## src/rtl/bcd_prescaler.sv

```systemverilog
// Cascaded-BCD prescaler: DIGITS decade counters that pulse tick_o every div_eff+1 enabled cycles.
// Optional one-shot mode (oneshot_i port and done bit) is built when BCD_PRESCALER_ONESHOT_EN is defined.
module bcd_prescaler #(
  parameter int DIGITS = 3
) (
  input  logic                  clk_i,
  input  logic                  resetn_i,
  input  logic                  en_i,
  input  logic                  load_i,
  input  logic [4*DIGITS-1:0]   div_i,
`ifdef BCD_PRESCALER_ONESHOT_EN
  input  logic                  oneshot_i,
`endif
  output logic [4*DIGITS-1:0]   count_o,
  output logic [DIGITS-1:0]     c_enable_o,
  output logic                  tick_o
);

  logic [4*DIGITS-1:0] count_q, count_d;
  logic [4*DIGITS-1:0] div_eff;
  logic [DIGITS-1:0]   c_enable;
  logic                run;
  logic                tick;
  logic                done;

  // Saturating each digit to 9 keeps div_eff a valid BCD value, so the
  // magnitude compare below can treat both operands as plain unsigned vectors.
  always_comb begin
    div_eff = '0;
    for (int i = 0; i < DIGITS; i++) begin
      div_eff[4*i +: 4] = (div_i[4*i +: 4] > 4'd9) ? 4'd9 : div_i[4*i +: 4];
    end
  end

  assign run = resetn_i & en_i & ~load_i & ~done;

  always_comb begin
    c_enable    = '0;
    c_enable[0] = run;
    for (int i = 1; i < DIGITS; i++) begin
      c_enable[i] = c_enable[i-1] & (count_q[4*(i-1) +: 4] == 4'd9);
    end
  end

  // >= rather than == so a mid-run decrease of div_i restarts immediately.
  assign tick = run & (count_q >= div_eff);

  always_comb begin
    count_d = count_q;
    if (load_i) begin
      count_d = '0;
    end else if (en_i && !done) begin
      if (tick) begin
        count_d = '0;
      end else begin
        for (int i = 0; i < DIGITS; i++) begin
          if (c_enable[i]) begin
            count_d[4*i +: 4] = (count_q[4*i +: 4] == 4'd9) ? 4'd0 : count_q[4*i +: 4] + 4'd1;
          end
        end
      end
    end
  end

  always_ff @(posedge clk_i) begin
    if (!resetn_i) begin
      count_q <= '0;
    end else begin
      count_q <= count_d;
    end
  end

`ifdef BCD_PRESCALER_ONESHOT_EN
  logic done_q, done_d;

  always_comb begin
    done_d = done_q;
    if (load_i) begin
      done_d = 1'b0;
    end else if (tick && oneshot_i) begin
      done_d = 1'b1;
    end
  end

  always_ff @(posedge clk_i) begin
    if (!resetn_i) begin
      done_q <= 1'b0;
    end else begin
      done_q <= done_d;
    end
  end

  assign done = done_q;
`else
  assign done = 1'b0;
`endif

  assign count_o    = count_q;
  assign c_enable_o = c_enable;
  assign tick_o     = tick;

endmodule

```

## config.mk

```make
export PLATFORM = sky130hd
export DESIGN_NAME = bcd_prescaler
export DESIGN_NICKNAME = d
export VERILOG_FILES = /design/src/rtl/bcd_prescaler.sv
export SDC_FILE = /design/constraint.sdc
export NUM_CORES = 1
export LEC_CHECK = 0
export CAP_MARGIN = 20
export CORE_MARGIN = 2
export CORE_UTILIZATION = 25
export CTS_BUF_LIST = sky130_fd_sc_hd__clkbuf_8
export CTS_CLUSTER_DIAMETER = 60
export DETAILED_ROUTE_END_ITERATION = 7
export SLEW_MARGIN = 10
export SYNTH_ARGS = -nofsm -noshare
export SYNTH_HDL_FRONTEND = slang
export SYNTH_SLANG_ARGS = --single-unit
export TNS_END_PERCENT = 20
```

## constraint.sdc

```tcl
create_clock -name clk_i -period 3.7 [get_ports clk_i]
set_input_delay 0.74 -clock clk_i [delete_from_list [all_inputs] [get_ports clk_i]]
set_output_delay 0.74 -clock clk_i [all_outputs]
set_load 0.05 [all_outputs]
```

==> flow_summary.ini, run 1 <==
[timing]
whs_ps = 541.9
setup_viol = 0
rsz0062_at_grt = no
fmax_ghz = 0.2861
min_period_ps = 3495
slew_headroom_pct = 66.78
fin_crit_sh_pct = 94.45
finalSetupTns_ps = 0
finalHoldViolCount = 0
finalClockSkew_ps = 4.685
drv_slew = 0
tightest_slew_ps = 496.1

[pwr]
comb_power_share_pct = 16.2
pwr-share-seq_pct = 39.0
clkPwrFrac_pct = 44.8
swShare_pct = 24.82
p_per_area_nw_per_um2 = 220.8
p_leak_uw = 0.0006812
vdd_ir_drop_max_uv = 146.2
p_switching_uw = 83.53
p_int_uw = 253.0

[place]
hpwl_um = 1887
io_buffers = 31
place.gp.congestion = 0.7838

[worst_hold_path]
worstHoldPathType = flip-flop to flip-flop
holdPathEnd = count_o[1]$_SDFFE_PP0P_
min_delay_path_depth = 2
hold_start = count_o[1]$_SDFFE_PP0P_

[routing]
vias = 957
antenna_left = 0
wl_um = 2404
wire_per_inst_um = 11.39
drc = 0
drtPass1Iterations = 4
drt_iter0_markers = 36
viasPerCell = 4.536

[clock_tree]
cts_inserted_buffers = 3
clock_path_buffers = 2
ctsHoldBuffers = 0
clock_latency_ps = 250
cts_tree = built
path_clk_slew_ps = 60
cts_sinks = 12
cts.htree.levels = 1
root_buffer = clkbuf_8

[floorplanning]
dieWidth_um = 69.23
io_pins = 32
core_area_um2 = 4058
die_y_um = 69.23
start_util_pct = 26.21
num_rows = 23
die_area_um2 = 4792

[layout]
largest_register_ffs = 12
fin_nets = 196
seqCellArea_um2 = 240.2
antenna_cells = 0
multi_input_area_um2 = 787.0
final.fill_count = 412
drive_above_1_share_pct = 14.29
areaGrowthSynthToFinish_pct = 43.29

[global_route]
antenna_found_initial = 0
track_usage_pct = 10.30
gr-total-overflow = 0
grt_max_degree = 9
grt_pass1_wl_um = 4105
grt_pass1_vias = 888

[yosys]
ys_warn_count = 0
synth_cell_types = 34
ys_seq_elements = 12
postSynthCellCount = 125
syn_avg_cell_area_um2 = 8.508
netlist_area_um2 = 1064
seq_area_frac_synth_pct = 22.59
syn-num-nets = 159

[critical_path]
crit_arrival_ps = 2750
crit_path_start_kind = input port
reg2reg_depth = 8
worstSetupPathType = input port to primary output
cp-end-kind = primary output
crit_fanout = 4
rr_startpoint = count_o[0]$_SDFFE_PP0P_
critPathRequiredTime_ps = 2960
reg2reg_to = count_o[5]$_SDFFE_PP0P_
r2r_slack_ps = 1470

[job]
cap_violations = 0

[outcome]
outcome = finished clean
-- cell usage in the layout, fill, tap and decap left out, drive strengths merged, types with 2 or more instances in the layout --
cell type | netlist | routed
inv | 11 | 11
a2111oi | 2 | 2
mux2i | 3 | 3
o31ai | 3 | 3
clkdlybuf4s50 | 0 | 28
nor3 | 3 | 3
o21ai | 2 | 2
xor2 | 2 | 2
nor2 | 17 | 17
o21a | 2 | 2
nand4 | 6 | 6
a21oi | 6 | 6
nand2b | 3 | 3
nand2 | 18 | 18
buf | 2 | 6
o211ai | 2 | 2
dfxtp | 12 | 12
clkbuf | 0 | 4
or3 | 2 | 2
ha | 18 | 18
-- through the flow --
stage          power [µW]  area (µm²)  util [%]  worst slack [ps]  cells
5_1_grt             352.9        1524     37.56             26.09    211
3_3_place_gp        188.0        1441     35.52             102.7    206
2_1_floorplan       163.8        1064         -             202.6    125
6_report            336.5        1524     37.56             205.2    211
3_5_place_dp        187.8        1441     35.52             47.01    206
4_1_cts             339.8        1496     36.88             50.07    210
-- synth_stat cells --
cell type	number	area, µm²
nor2b_1	1	6.260
ha_1	18	225.2
a31o_2	1	8.760
nand2b_1	3	18.77
a31oi_1	1	6.260
nor3_1	3	15.01
nand2_1	17	63.81
nand4b_4	1	23.77
dfxtp_1	12	240.2
and3b_1	1	8.760
inv_1	10	37.54
mux2i_1	3	30.03
a41oi_1	1	8.760
buf_4	2	15.01
a211oi_1	1	7.510
o211ai_1	1	7.510
o31ai_1	3	22.52
a211o_2	1	10.01
a2111oi_4	1	27.53
or4_4	1	11.26
xor2_1	2	17.52
nor2_1	16	60.06
inv_2	1	3.750
o21a_1	2	15.01
a21oi_1	6	30.03
or3_1	2	12.51
a311oi_1	1	8.760
o2111ai_2	1	15.01
nor2_4	1	11.26
nand2_4	1	11.26
o211ai_4	1	21.27
nand4_1	6	37.54
a2111oi_2	1	15.01
o21ai_0	2	10.01
-- power by group through the flow --
| stage | Clock [µW] | Sequential, µW | Combinational, µW |
|---|---|---|---|
| final | 151 | 131 | 54.6 |
| after global routing | 161 | 131 | 60.6 |
| after CTS | 154 | 131 | 54.1 |
| after detailed placement | 0 | 134 | 53.7 |
| after global placement | 0 | 134 | 53.9 |
| after floorplan | 0 | 136 | 27.4 |
-- cell families after synthesis --
group	Yosys count	synth area share [%]
AND/OR/NAND/NOR	53	26.35
flip-flops	12	22.59
buffers and inverters	13	5.294
multiplexers	3	2.824
XOR/XNOR	2	1.647
AO/OA/AOI/OAI	24	20.12
adder cells (fa/ha/maj)	18	21.18
-- layout make-up --
type / count / area share (%)
clock buffer: 4 / 3.612
inverter: 11 / 2.709
multi-input combinational: 100 / 51.64
sequential: 12 / 15.76
tap: 50 / 4.105
timing repair buffer: 34 / 22.17
-- worst max-delay path: stages --
cell             delay, ps
clkdlybuf4s50_1        450
inv_1                   70
nor2_1                 100
nor2_1                  50
ha_1                   270
nand4_1                110
or4_4                  580
a31oi_4                230
buf_12                 160
-- repair_timing --
item                                    CTS  global route
resized for setup                         0             3
setup buffers                             0             1
endpoints found under the setup margin    0             1
-- routing by layer --
| metal | global-route usage (%) | up-vias | routed length (µm) |
|---|---|---|---|
| met5 | 0 | - | 0 |
| met4 | 4.575 | 0 | 33 |
| met3 | 2.035 | 4 | 99 |
| met2 | 14.85 | 23 | 1013 |
| met1 | 14.73 | 411 | 1257 |
| li1 | - | 519 | - |
-- how the worst max path moves through the flow --
| stage | start | endpoint | slack (ps) |
|---|---|---|---|
| 6_report | div_i[11] | tick_o | 210 |
| 5_1_grt | div_i[11] | tick_o | 30 |
| 4_1_cts | div_i[11] | tick_o | 50 |
| 3_5_place_dp | div_i[11] | tick_o | 50 |
| 2_1_floorplan | div_i[11] | tick_o | 200 |
| 3_3_place_gp | div_i[11] | tick_o | 100 |
(Power assumes the default switching activity.)
==> run 2: changes to the inputs <==
--- a/config.mk
+++ b/config.mk
@@ -9,7 +9,8 @@
 export CORE_MARGIN = 2
 export CORE_UTILIZATION = 25
 export CTS_BUF_LIST = sky130_fd_sc_hd__clkbuf_8
-export CTS_CLUSTER_DIAMETER = 60
+export CTS_CLUSTER_DIAMETER = 100
+export CTS_CLUSTER_SIZE = 16
 export DETAILED_ROUTE_END_ITERATION = 7
 export SLEW_MARGIN = 10
 export SYNTH_ARGS = -nofsm -noshare
==> results of run 2 <==
Final layout, timing and power as in run 1 (identical DEF).
==> run 3: changes to the inputs <==
--- a/config.mk
+++ b/config.mk
@@ -12,6 +12,7 @@
 export CTS_CLUSTER_DIAMETER = 100
 export CTS_CLUSTER_SIZE = 16
 export DETAILED_ROUTE_END_ITERATION = 7
+export GPL_TIMING_DRIVEN = 0
 export SLEW_MARGIN = 10
 export SYNTH_ARGS = -nofsm -noshare
 export SYNTH_HDL_FRONTEND = slang
==> run 3 against run 2 <==
Effect of this change: clock skew is 4.0 ps lower; die area stayed put; flip-flop and latch count stayed put; clock power is 4% lower; count of clock-buffer cells in the layout stayed put; critical path type unchanged; routed wire length is 5.5% lower; total power is 2.3% lower; critical endpoint unchanged; first-iteration DRC count is 58% lower; hold slack better by 14 ps; via count is 1.0% higher.
==> flow_summary.ini, run 3 (synthesis results as in run 1) <==
[clock_tree]
cts_setup_buffers = 0
cts_tree = built
cts.htree.levels = 1
path_clk_slew_ps = 50
clock_path_buffers = 2
root_buffer = clkbuf_8
cts_inserted_buffers = 3
ctsHoldBuffers = 0
cts_sinks = 12
clock_latency_ps = 240

[timing]
finalSetupTns_ps = 0
drv_slew = 0
slew_headroom_pct = 66.76
min_period_ps = 3570
layout_setup_ws_ps = 130.4
fmax_ghz = 0.2801
finalClockSkew_ps = 0.6575
setup_viol = 0
tightest_slew_ps = 497.1
fin_crit_sh_pct = 96.47
rsz0062_at_grt = no
finalHoldViolCount = 0

[routing]
drtPass1Iterations = 4
viasPerCell = 4.627
wire_per_inst_um = 10.87
antenna_left = 0
wl_um = 2272
drc = 0
vias = 967
drt_iter0_markers = 15

[place]
place.gp.congestion = 0.7300
hpwl_um = 1845
dp.cells = 205
pre_cts_slack_ps = -603.2
placed_area_um2 = 1426
io_buffers = 30

[layout]
fin_nets = 194
final_cell_mix = clkdlybuf4s50_1, ha_1, nand2_1
antenna_cells = 0
final_common_cell = clkdlybuf4s50_1
final_area_um2 = 1489
drive_above_1_share_pct = 11.95
largest_register_ffs = 12
final_cells = 209
areaGrowthSynthToFinish_pct = 40.00

[floorplanning]
die_y_um = 69.23
die_area_um2 = 4792
io_pins = 32
dieWidth_um = 69.23
start_util_pct = 26.21
num_rows = 23
core_area_um2 = 4058

[outcome]
outcome = finished clean

[pwr]
p_leak_uw = 0.0006667
p_per_area_nw_per_um2 = 220.8
vdd_ir_drop_max_uv = 75.61

[worst_hold_path]
holdPathEnd = count_o[0]$_SDFFE_PP0P_
min_delay_path_depth = 2
hold_start = count_o[0]$_SDFFE_PP0P_
worstHoldPathType = flip-flop to flip-flop

[critical_path]
worstSetupPathType = input port to primary output
crit_arrival_ps = 2830
critPathRequiredTime_ps = 2960
reg2reg_to = count_o[5]$_SDFFE_PP0P_
crit_slowest_cell = or4_4
rr_startpoint = count_o[0]$_SDFFE_PP0P_
reg2reg_depth = 7
crit_path_start_kind = input port
cp_cell_sequence = clkdlybuf4s50_1, o21ai_0, nand2b_1, ha_1, nand2b_1, a2111oi_2, or4_4, a31oi_2, buf_6
max_stage_delay_ps = 530
cp_common_cell = nand2b_1
r2r_slack_ps = 1640
cp-end-kind = primary output
crit_fanout = 4

[job]
cap_violations = 0

[global_route]
grt_max_degree = 9
gr-total-overflow = 0
grt_pass1_wl_um = 4077
antenna_found_initial = 0
grt_pass1_vias = 893
track_usage_pct = 9.994
run 3: cell types whose count changed in the layout (fill, tap and decap cells not counted):
cell             before  now
a31oi_2               0    1
a31oi_4               1    0
buf_12                1    0
buf_4                 5    2
buf_6                 0    1
clkdlybuf4s50_1      28   29
nor3_1                2    3
nor3_2                1    0
run 3: cell type report:
type | count | area, µm²
inverter | 11 | 41.29
tap | 50 | 62.56
clock buffer | 4 | 55.05
sequential | 12 | 240.2
fill | 414 | 2569
buffer | 2 | 15.01
multi-input combinational | 100 | 773.2
timing repair buffer | 30 | 301.5
run 3: worst max-delay path, delay by kind of cell:
kind | cells | cell delay [ps]
AOI/OAI and AO/OA | 3 | 500
and+or+nand+nor | 3 | 720
buffers and inverters | 2 | 610
adders and majority gates | 1 | 260
run 3: repair_timing:
item / in CTS / in global routing
gates resized for setup: 8 / 1
pin swaps: 0 / 1
endpoints found under the setup margin: 1 / 1
run 3: routing by layer:
layer  track usage, %  vias to the layer above  part of all wire (%)
met1            14.61                      422                    53
met5                0                        -                     0
met3            1.890                        2                   4.4
li1                 -                      522                     -
met4            1.961                        0                  0.70
met2            15.28                       21                    42
run 3: worst max path at each step:
stage,start,end,slack (ps),cells past startpoint
after global placement,div_i[11],tick_o,-570,9
after floorplan,div_i[11],tick_o,200,7
after detailed placement,div_i[11],tick_o,-600,9
after CTS,div_i[11],tick_o,10,9
final,div_i[1],tick_o,130,9
after global routing,div_i[11],tick_o,30,9
run 3: per-stage QoR:
stage          hold slack (ps)  utilization [%]  power [µW]
3_3_place_gp             544.0            35.15       186.8
2_1_floorplan            716.0                -       163.8
3_5_place_dp             545.2            35.15       187.1
4_1_cts                  553.3            36.60       334.3
5_1_grt                  596.8            36.69       345.2
6_report                 555.7            36.69       328.7
run 3: where the power goes:
group | internal (µW) | switching (µW) | leakage [µW]
registers | 130 | 1.29 | 0.0000968
logic | 27.6 | 25.0 | 0.000541
clock network | 94.1 | 50.7 | 0.0000288
total | 252 | 77.0 | 0.000667
==> RTL change (settings of run 1) <==
Set the parameter `DIGITS` to 6 (it was 3).
--- a/src/rtl/bcd_prescaler.sv
+++ b/src/rtl/bcd_prescaler.sv
@@ -1,7 +1,7 @@
 // Cascaded-BCD prescaler: DIGITS decade counters that pulse tick_o every div_eff+1 enabled cycles.
 // Optional one-shot mode (oneshot_i port and done bit) is built when BCD_PRESCALER_ONESHOT_EN is defined.
 module bcd_prescaler #(
-  parameter int DIGITS = 3
+  parameter int DIGITS = 6
 ) (
   input  logic                  clk_i,
   input  logic                  resetn_i,
Interface: changed (resized c_enable_o, count_o and div_i); port bits go from 32 to 59. No check against the original RTL was run, so the function may have changed too.
==> RTL change against run 1 <==
Sequential cell count grew 12. Clock skew grew 0.0034 ns. Critical endpoint unchanged. Cell area grew 100%. Maximum frequency shrank 2.0%. Critical path depth grew 2. Total power grew 76%. Register-to-register slack lost 0.21 ns. Die area grew 99%. Final cell count grew 110%. Sequential power grew 98%. Worst setup slack lost 0.071 ns. Largest power group is now sequential cells. Routed wire length grew 140%. Synthesized area grew 110%.
==> RTL change: results (changes against run 1) <==
| Metric | Value |
|---|---|
| Largest net degree at the start of global routing | `25 (was 9)` |
| Post-CTS sizing | `1 (was 0)` |
| Non-Clock Inverter Count | `19 (was 11)` |
| Vias | `2182 (was 957)` |
| Hold_ws | `0.542 ns (about the same)` |
| Met3 track demand over resource | `0.0317 (was 0.0203)` |
| Synth cell count leaders | `nand2_1 (39), ha_1 (36), nor2_1 (27) (was ha_1 (18), nand2_1 (17), nor2_1 (16))` |
| Worst Slack Setup Final | `0.134 ns (was 0.205 ns)` |
| Worst-path clk slew | `0.09 ns (was 0.06 ns)` |
| Synth Instances | `278 (was 125)` |
| Distinct cells, synth | `53 (was 34)` |
| Met2 Resource Use GR | `0.211 (was 0.149)` |
| Switch share | `0.237 (was 0.248)` |
| CP startpoint | `div_i[23] (was div_i[11])` |
| Reg2reg setup slack | `1.26 ns (was 1.47 ns)` |
| Yosys top cell area share | `0.219 (was 0.226)` |
| Design Area, Final | `3070 µm² (was 1520 µm²)` |
| Signal buffers | `64 (was 34)` |
| Worst R2R Path Depth | `10 (was 8)` |
| Sequential fraction of the synthesis area | `0.219 (was 0.226)` |
| Fill count | `897 (was 412)` |
| Drt via density | `4.87 (was 4.54)` |
| VDD IR-drop max | `0.122 mV (was 0.146 mV)` |
| Outcome | `complete, no violations (unchanged)` |
| Clock tree cell share of total cell area | `0.0232 (was 0.0361)` |
| Worst slew pin tran | `1.04 ns (was 0.496 ns)` |
| Sequential Area | `480 µm² (was 240 µm²)` |
| RD Place Congestion | `0.813 (was 0.784)` |
| Multi-input logic portion of the cell area | `0.539 (was 0.516)` |
| NonClk Buf Share | `0.214 (was 0.222)` |
| First-pass GRT wire length | `9950 µm (was 4110 µm)` |
| Crit-path max cell delay | `0.45 ns (was 0.58 ns)` |
| Met3 wire len | `313 µm (was 99 µm)` |
| Met1 WL | `2680 µm (was 1260 µm)` |
| CP max stage cell | `clkdlybuf4s50_1 (was or4_4)` |
| Clock buffers | `3 (was 4)` |
| GR Layer Usage met1 | `0.158 (was 0.147)` |
| Layout cells sized above 1 | `0.115 (was 0.143)` |
| Area after DPL | `2930 µm² (was 1440 µm²)` |
| Clock tree sinks | `24 (was 12)` |
| Clock insertion delay at the later pin of the skew report | `0.28 ns (was 0.25 ns)` |
| Vias in the first global route | `2093 (was 888)` |
| Skew final | `0.00813 ns (was 0.00468 ns)` |
| Hpwl dp | `4550 µm (was 1890 µm)` |
| Post-Place Cells | `442 (was 206)` |
| I/O Buffers | `58 (was 31)` |
| Multi-input gates | `229 (was 100)` |
| Worst EP arrival | `2.83 ns (was 2.75 ns)` |
| Leak | `0.00133 µW (was 0.000681 µW)` |
| Net Count, Synth | `342 (was 159)` |
| Number of nets in the layout | `405 (was 196)` |
-- RTL change: cell types whose count changed in the layout (fill, tap and decap cells not counted), moves of 12 or more --
cell | run 1 | this run
clkdlybuf4s50_1 | 28 | 52
nor3_1 | 2 | 25
nand2_1 | 17 | 39
a21oi_1 | 6 | 24
ha_1 | 18 | 36
dfxtp_1 | 12 | 24
-- RTL change: cell families after synthesis --
logic type,after synthesis,synth area share
simple gates,134,0.330
mux,9,0.0422
fa+ha+maj,36,0.205
xor+xnor,2,0.00798
compound gates,48,0.148
buf+inv,25,0.0485
flops,24,0.219
-- RTL change: power groups by stage --
stage / sequential (µW) / clock, µW / combinational (µW)
6_report: 260 / 238 / 92.5
4_1_cts: 260 / 247 / 91.0
3_3_place_gp: 266 / 0 / 87.9
5_1_grt: 260 / 257 / 103
2_1_floorplan: 268 / 0 / 45.7
3_5_place_dp: 266 / 0 / 90.6
